$ cat src/rtl/sprite_pkg.sv
// sprite_pkg: shared sizes, index widths and loader FSM states for the sprite loader
package sprite_pkg;
  localparam int SPRITE_W_DEFAULT = 32;
  localparam int SPRITE_H_DEFAULT = 32;
  localparam int COL_W = $clog2(SPRITE_W_DEFAULT);
  localparam int ROW_W = $clog2(SPRITE_H_DEFAULT);
  typedef enum logic {LOAD, PENDING} loader_state_t;
endpackage

$ cat src/rtl/vsync_fall_sync.sv
// vsync_fall_sync: two-flop vsync synchronizer with a registered one-cycle falling-edge pulse
module vsync_fall_sync (
  input  logic clk,
  input  logic reset,
  input  logic vsync,
  output logic vs_fall
);
  logic s1, s2, s3;
  // sync flops reset high so the first sampled low is a real edge
  always_ff @(posedge clk or negedge reset)
    if (!reset) {s1, s2, s3, vs_fall} <= 4'b1110;
    else begin
      s1 <= vsync;
      s2 <= s1;
      s3 <= s2;
      vs_fall <= s3 & ~s2;
    end
endmodule

$ cat src/rtl/sprite_bitmap_loader.sv
// sprite_bitmap_loader: double-buffered 1-bit sprite store, shadow bank swapped in on vsync fall
// Optional horizontal flip under SPRITE_LOADER_MIRROR_EN.
module sprite_bitmap_loader
  import sprite_pkg::*;
#(
  parameter int SPRITE_W = SPRITE_W_DEFAULT,
  parameter int SPRITE_H = SPRITE_H_DEFAULT
) (
  input  logic                        clk,
  input  logic                        reset,
  input  logic                        vsync,
  input  logic                        wr_valid,
  output logic                        wr_ready,
  input  logic [$clog2(SPRITE_H)-1:0] wr_row,
  input  logic [SPRITE_W-1:0]         wr_data,
  input  logic                        wr_last,
  input  logic [$clog2(SPRITE_W)-1:0] rd_col,
  input  logic [$clog2(SPRITE_H)-1:0] rd_row,
`ifdef SPRITE_LOADER_MIRROR_EN
  input  logic                        mirror,
`endif
  output logic                        rd_pixel,
  output logic                        image_valid,
  output logic                        swap_pulse,
  output logic                        partial
);
  localparam int CW = $clog2(SPRITE_W);
  logic [SPRITE_W-1:0] mem [2][SPRITE_H];
  loader_state_t state, state_n;
  logic [SPRITE_H-1:0] mask, mask_n, wr_hit;
  logic active_sel, vs_fall, accept, do_swap, partial_n;
  logic [CW-1:0] col;
  vsync_fall_sync u_sync (.clk(clk), .reset(reset), .vsync(vsync), .vs_fall(vs_fall));
  assign wr_ready = state == LOAD;
  always_comb begin
    accept = wr_valid && wr_ready;
    wr_hit = accept ? SPRITE_H'(1) << wr_row : '0;
    do_swap = state == PENDING && vs_fall;
    state_n = do_swap ? LOAD : (accept && wr_last) ? PENDING : state;
    mask_n = do_swap ? '0 : mask | wr_hit;
    partial_n = accept && wr_last && !(&(mask | wr_hit));
  end
  always_ff @(posedge clk or negedge reset)
    if (!reset) begin
      state <= LOAD;
      mask <= '0;
      active_sel <= 1'b0;
      image_valid <= 1'b0;
      swap_pulse <= 1'b0;
      partial <= 1'b0;
    end else begin
      state <= state_n;
      mask <= mask_n;
      active_sel <= active_sel ^ do_swap;
      image_valid <= image_valid | do_swap;
      swap_pulse <= do_swap;
      partial <= partial_n;
    end
  always_ff @(posedge clk)
    if (accept) mem[!active_sel][wr_row] <= wr_data;
`ifdef SPRITE_LOADER_MIRROR_EN
  logic mirror_q;
  always_ff @(posedge clk or negedge reset)
    if (!reset) mirror_q <= 1'b0;
    else if (vs_fall) mirror_q <= mirror;
  assign col = mirror_q ? ~rd_col : rd_col;
`else
  assign col = rd_col;
`endif
  // column 0 lives in the MSB, so the bit index is the complemented column
  always_ff @(posedge clk or negedge reset)
    if (!reset) rd_pixel <= 1'b0;
    else rd_pixel <= image_valid && mem[active_sel][rd_row][~col];
endmodule

$ cat config.mk
export PLATFORM = sky130hd
export DESIGN_NAME = sprite_bitmap_loader
export DESIGN_NICKNAME = d
export VERILOG_FILES = /design/src/rtl/sprite_pkg.sv /design/src/rtl/vsync_fall_sync.sv /design/src/rtl/sprite_bitmap_loader.sv
export SDC_FILE = /design/constraint.sdc
export NUM_CORES = 2
export LEC_CHECK = 0
export BUFFER_PORTS_ARGS = -buffer_cell sky130_fd_sc_hd__buf_2
export CAP_MARGIN = 5
export CELL_PAD_IN_SITES_DETAIL_PLACEMENT = 0
export CELL_PAD_IN_SITES_GLOBAL_PLACEMENT = 1
export CORE_MARGIN = 10
export CORE_UTILIZATION = 56
export DETAILED_ROUTE_END_ITERATION = 10
export GPL_TIMING_DRIVEN = 0
export HOLD_SLACK_MARGIN = 0.12
export PLACE_DENSITY = 0.83
export SLEW_MARGIN = 20
export SYNTH_ARGS = -nofsm -noshare
export SYNTH_HDL_FRONTEND = slang
export SYNTH_SLANG_ARGS = --single-unit
$ cat constraint.sdc
create_clock -name clk -period 5.7 [get_ports clk]
set_input_delay 0.285 -clock clk [delete_from_list [all_inputs] [get_ports clk]]
set_output_delay 0.285 -clock clk [all_outputs]
set_load 0.01 [all_outputs]
Yosys cells after proc, flatten, opt, wreduce, memory -nomap -nowiden
Memories as Yosys holds them, arrays and structs flattened.
Cells that the tools add are included.
Widths: inputs -> output; s select.
{ "op_classes": {"magnitude_cmp": 4, "shift": 1, "mux": 13, "bitwise_logic": 9, "reduce_logical": 10} }
{ "ops": {"columns": ["cell", "n"], "rows": [
  ["$mux 1024", 1],
  ["$bmux 32 s5", 1],
  ["$demux 32 s5", 1],
  ["$mux 32", 5],
  ["$or 32x32->32", 1],
  ["$reduce_and 32->1", 1],
  ["$shl 1x5->32 const A", 1],
  ["$ge 6x6->1 const B", 2],
  ["$not 5->6", 2],
  ["$logic_and 1x1->1", 6],
  ["$lt 5x6->1 const B", 1],
  ["$lt 6x1->1 const B", 1],
  ["$bmux 1 s5", 1],
  ["$not 5->5", 1],
  ["$mux 1", 4],
  ["$logic_not 1->1", 2],
  ["$not 1->1", 2],
  ["$reduce_bool 2->1", 1],
  ["$and 1x1->1", 1],
  ["$or 1x1->1", 1],
  ["$xor 1x1->1", 1]
]} }
{ "word_totals": {"ff_bits": 42, "ramBits": 2048, "output_inout_bits": 5, "word_cells": 49, "memories": 1} }
{ "mem_list": {"columns": ["name", "words", "width", "rd", "rd_ports_with_merged_regs", "wr", "line", "text"], "rows": [
  ["mem", 2, 1024, 1, 0, 1, "sprite_bitmap_loader.sv:28", "logic [SPRITE_W-1:0] mem [2][SPRITE_H];"]
]} }

Longest topological paths before layout
{ "logic_depth": {"depth_word": 7, "depth_mapped": 15, "mapped_depth_nobuf": 9} }

Hierarchy
A second synthesis with hierarchy kept.
{ "unflattened": {"cells_unflattened": 3752, "area_unflattened_um2": 80861.3} }
{ "modules_own_cells": {"columns": ["mod", "instances", "cells_per_inst", "area_each_um2", "seq_area_each_um2"], "rows": [
  ["sprite_bitmap_loader", 1, 3747, 80743.7, 62449.9],
  ["vsync_fall_sync", 1, 5, 117.6, 103.8]
]} }

Least setup slack after synthesis
No wires, ideal clock.
{ "synth_timing": {"kind": "reg-to-reg", "startpoint": "register active_sel", "endpoint": "memory mem[1][256] (netlist name) (enable)", "arrival_time_ns": 4.032, "required_time_ns": 5.239, "slack_ns": 1.207, "stages_incl_launch_ff": 11, "n_path_buf": 9, "synth_period_minus_slack_ns": 4.493, "cell_sequence": "dfrtp_1 -> buf_6 -> buf_8 -> buf_8 -> buf_8 -> buf_6 -> buf_6 -> buf_6 -> clkbuf_1 -> clkbuf_1 -> nor3_1"} }
{ "synth_between": {"elab_chain_len": 1} }
{ "synth_lines": {"columns": ["item", "line", "text"], "rows": [
  ["start, declared", "sprite_bitmap_loader.sv:31", "logic active_sel, vs_fall, accept, do_swap, partial_n;"],
  ["start signal, assigned", "sprite_bitmap_loader.sv:54", "active_sel <= active_sel ^ do_swap;"],
  ["$logic_not 1->1", "sprite_bitmap_loader.sv:60", "if (accept) mem[!active_sel][wr_row] <= wr_data;"],
  ["end, declared", "sprite_bitmap_loader.sv:28", null]
]} }
Every way passes these cells.

Worst setup path after layout
{ "layout_timing": {"startpoint": "register active_sel", "endpoint": "register rd_pixel"} }
{ "layout_between": {"elab_chain_len": 7} }
{ "layout_lines": {"columns": ["item", "line", "text"], "rows": [
  ["$mem_v2 2x1024", null, null],
  ["$bmux 32 s5", "sprite_bitmap_loader.sv:73", "else rd_pixel <= image_valid && mem[active_sel][rd_row][~col];"],
  ["$mux 32 (implied by the code) (2 in series)", "sprite_bitmap_loader.sv:73", null],
  ["$bmux 1 s5", "sprite_bitmap_loader.sv:73", null],
  ["$mux 1 (implied by the code)", "sprite_bitmap_loader.sv:73", null],
  ["$logic_and 1x1->1", "sprite_bitmap_loader.sv:73", null],
  ["end signal, assigned", "sprite_bitmap_loader.sv:73", null],
  ["end, declared", "sprite_bitmap_loader.sv:22", "output logic rd_pixel,"]
]} }
Every way passes these cells. The select of a mux whose other input is x is not followed.
A chain may end at the register's enable or synchronous reset.

==> flow_metrics.py <==
metrics = {
    "outcome": {
        "status": "finished, final reports clean",
    },
    "placed_design": {
        "place_ws_ns": 0.2592,
        "post_dp_cell_area_sq_um": 86500,
        "place_congestion": 0.9577,
        "portBuffers": 54,
        "dp_cells": 5947,
        "place_hpwl_microns": 182700,
    },
    "power_and_ir_drop": {
        "power.share.combinational_pct": 19.4,
        "powerDensity_nw_per_um2": 392.5,
        "clkPwrFrac_pct": 33.9,
        "p_sw_share_pct": 26.38,
        "internal-power_mw": 26.82,
        "sequentialPowerShare_pct": 46.8,
        "leakagePower_nw": 30.22,
        "p_switching_mw": 9.613,
        "p_total_mw": 36.44,
        "peakVddDrop_mv": 0.3646,
    },
    "finish": {
        "ff_latch_area_sq_um": 62550,
        "utilization_pct": 64.70,
        "fin_cells": 6335,
        "final_nets": 4326,
        "area_delta_synth_final_pct": 14.80,
        "postLayoutCellArea_sq_um": 92830,
        "drive_gt1_share_pct": 27.07,
        "filler_cell_count": 9108,
        "multi_input_area_sq_um": 17010,
    },
    "logic_synthesis": {
        "synth-simple-area-share_pct": 2.132,
        "async_flop_share_pct": 2.010,
        "yosys.area.top_type": "edfxtp_1",
        "synth.distinct_cells": 65,
        "postSynthAreaPerCell_sq_um": 21.70,
        "synth_top_family_by_area": "multiplexers",
        "synth_compound_area_share_pct": 3.446,
        "syn-cell-area_sq_um": 80860,
        "synthAdderAreaFrac_pct": 0,
        "synth_edf_count": 2048,
        "synth_seq_area_share_pct": 77.36,
        "yosys-top-cells-area": "edfxtp_1 (76%), mux4_2 (11%), mux2i_1 (3.0%)",
        "synth.area.mux_share_pct": 15.03,
        "yosys_warnings": 0,
        "synth_ff_type": "edfxtp_1",
        "synth_seq_cells": 2090,
        "netlist_instances": 3726,
        "synth_xor_area_share_pct": 0.01083,
        "synth_top_area_share_pct": 76.05,
        "syn_nets": 3778,
    },
    "drt": {
        "drt_iter0_drc": 9426,
        "drt_pass1_iterations": 9,
        "routed_wl_microns": 276900,
        "routedWlPerCell_microns": 43.71,
        "route.detailed.drc": 0,
        "ant_nets": 0,
        "viasPerCell": 7.376,
        "vias": 46730,
    },
    "clock_network": {
        "clk_pin_slew_ns": 0.07,
        "cts_made_buffers": 194,
        "clock-sinks": 2090,
        "cts-htree-levels": 4,
        "cts_tree": "done",
        "clk_latency_ns": 0.84,
        "cts_buffer_depth": 3,
        "clockRootBuffer": "clkbuf_16",
    },
    "sta": {
        "relSlewSlack_pct": 8.962,
        "drv_slew": 0,
        "tightest_slew_ns": 1.366,
        "max_freq_mhz": 185.3,
        "min_period_ns": 5.395,
        "final-hold-violation-count": 0,
        "worst_slack_ns": 0.3046,
        "setup_violations": 0,
        "rsz0062_at_grt": "no",
        "period_share_pct": 94.66,
        "fin_skew_ns": 0.02548,
    },
    "critical_path": {
        "startpoint_type": "flip-flop",
        "critPathRequiredTime_ns": 6.44,
        "path_class": "reg -> reg",
        "worstPathMaxFanout": 10,
        "crit_path_end_kind": "flip-flop",
        "cp.arrival_ns": 6.14,
    },
    "floorplanning": {
        "ios": 57,
        "die_area_sq_um": 160000,
        "initial_core_util_pct": 56.36,
        "core-area_sq_um": 143500,
        "rows": 139,
        "die_w_microns": 400.0,
        "die_y_microns": 400.0,
    },
    "min_path": {
        "hp-class": "in -> async",
    },
    "global_routing": {
        "grt_max_degree": 65,
        "track_usage_pct": 34.46,
        "overflow": 0,
        "grt_pass1_wl_microns": 370200,
        "antenna_found_initial": 8,
        "grt_pass1_vias": 44050,
    },
    "flow_run": {
        "cap_violations": 0,
    },
}
[cells in the mapped netlist (39+ instances only)]
cell,instances
clkbuf_1,73
o22ai_1,66
nand2_1,73
nor3_1,75
buf_2,44
mux2i_1,239
mux4_2,406
buf_6,42
a21oi_1,98
dfrtp_1,39
nor2_1,62
edfxtp_1,2048
o221ai_1,88
and3_1,43
[worst paths after layout]
check,slack (ns),start,cells after the start,to
worst max-delay path,0.30,active_sel,16,rd_pixel
worst min-delay path,0.11,reset,2,active_sel
worst max register to register,0.30,active_sel,16,rd_pixel
worst min register to register,0.35,u_sync.s1,0,u_sync.s2
max in group asynchronous,5.00,reset,2,rd_pixel
min in group clk,0.17,wr_row[3],4,mask[8]
[cell usage in the layout, fill, tap and decap left out, types with 25 or more instances in the layout]
cell / count
clkbuf_16: 203
a21oi_1: 98
and3_4: 32
nor3_1: 43
nand2_1: 73
clkinv_1: 52
o22ai_1: 66
o221ai_1: 88
nor2_1: 60
mux4_2: 406
buf_2: 86
mux2i_1: 239
dlygate4sd3_1: 30
a22oi_1: 27
clkinv_2: 25
buf_4: 217
o21ai_0: 25
edfxtp_1: 2048
nor3_2: 32
buf_6: 86
dfrtp_1: 39
clkbuf_1: 123
buf_12: 33
[timing repair]
action                                  in CTS  in global routing
gates resized for setup                      0                  0
endpoints found under the setup margin       0                  0
setup buffers                                0                  0
hold endpoints to repair                    64               1155
hold buffers                                 9                 20
[metal layers]
metal / vias up / track usage [%] / share of wire, %
met5: - / 0 / 0.036
met4: 10 / 20.17 / 7.5
met3: 1080 / 12.82 / 17
met2: 5058 / 49.73 / 43
met1: 23610 / 45.07 / 32
li1: 16970 / - / -
[layout make-up]
cell class / instances / share of cell area (%)
well taps: 1903 / 2.565
diodes: 6 / 0.01617
clock inverters: 88 / 0.5931
repair buffers: 352 / 3.615
multi-input cells: 1413 / 18.33
plain buffers: 217 / 1.747
flip-flops and latches: 2090 / 67.39
inverters: 6 / 0.02426
clock buffers: 260 / 5.724
[logic make-up after synthesis]
family / Yosys count
DFF: 2090
muxes: 672
AOI/OAI and AO/OA: 399
and+or+nand+nor: 341
buffers and inverters: 223
xor gates and xnor gates: 1
[power by group through the flow]
stage               clock network (mW)  logic [mW]  registers (mW)
floorplan                            0        4.60            17.4
global placement                     0        6.71            17.4
detailed placement                   0        6.86            17.4
CTS                               12.3        6.92            17.0
global route                      12.9        7.22            17.0
finish                            12.3        7.06            17.0
[stage by stage]
step           hold slack (ns)  setup TNS (ns)
2_1_floorplan         -0.01059               0
3_3_place_gp            0.3479        -4592.17
3_5_place_dp            0.3468               0
4_1_cts                 0.1253               0
5_1_grt                 0.1961               0
6_report                0.1126               0
[flip-flops by register name (all words and copies together) (netlist names)]
register,count
u_sync.s3,1
partial,1
active_sel,1
swap_pulse,1
u_sync.s1,1
state,1
image_valid,1
mask,32
u_sync.s2,1
u_sync.vs_fall,1
mem,2048
rd_pixel,1
[worst max-delay path, stage by stage (launching register included)]
cell	delay, ns
dfrtp_1	0.43
buf_6	0.22
buf_6	0.21
buf_6	0.22
buf_6	0.28
buf_6	0.31
buf_6	0.27
mux2i_1	0.11
o221ai_1	0.42
a21oi_1	0.13
o21ai_0	0.36
nand4_1	0.44
nor3_1	1.05
nand2_1	0.10
and4_1	0.24
a22oi_1	0.21
buf_4	0.25
Note: power is estimated with default switching activity, not from simulation.
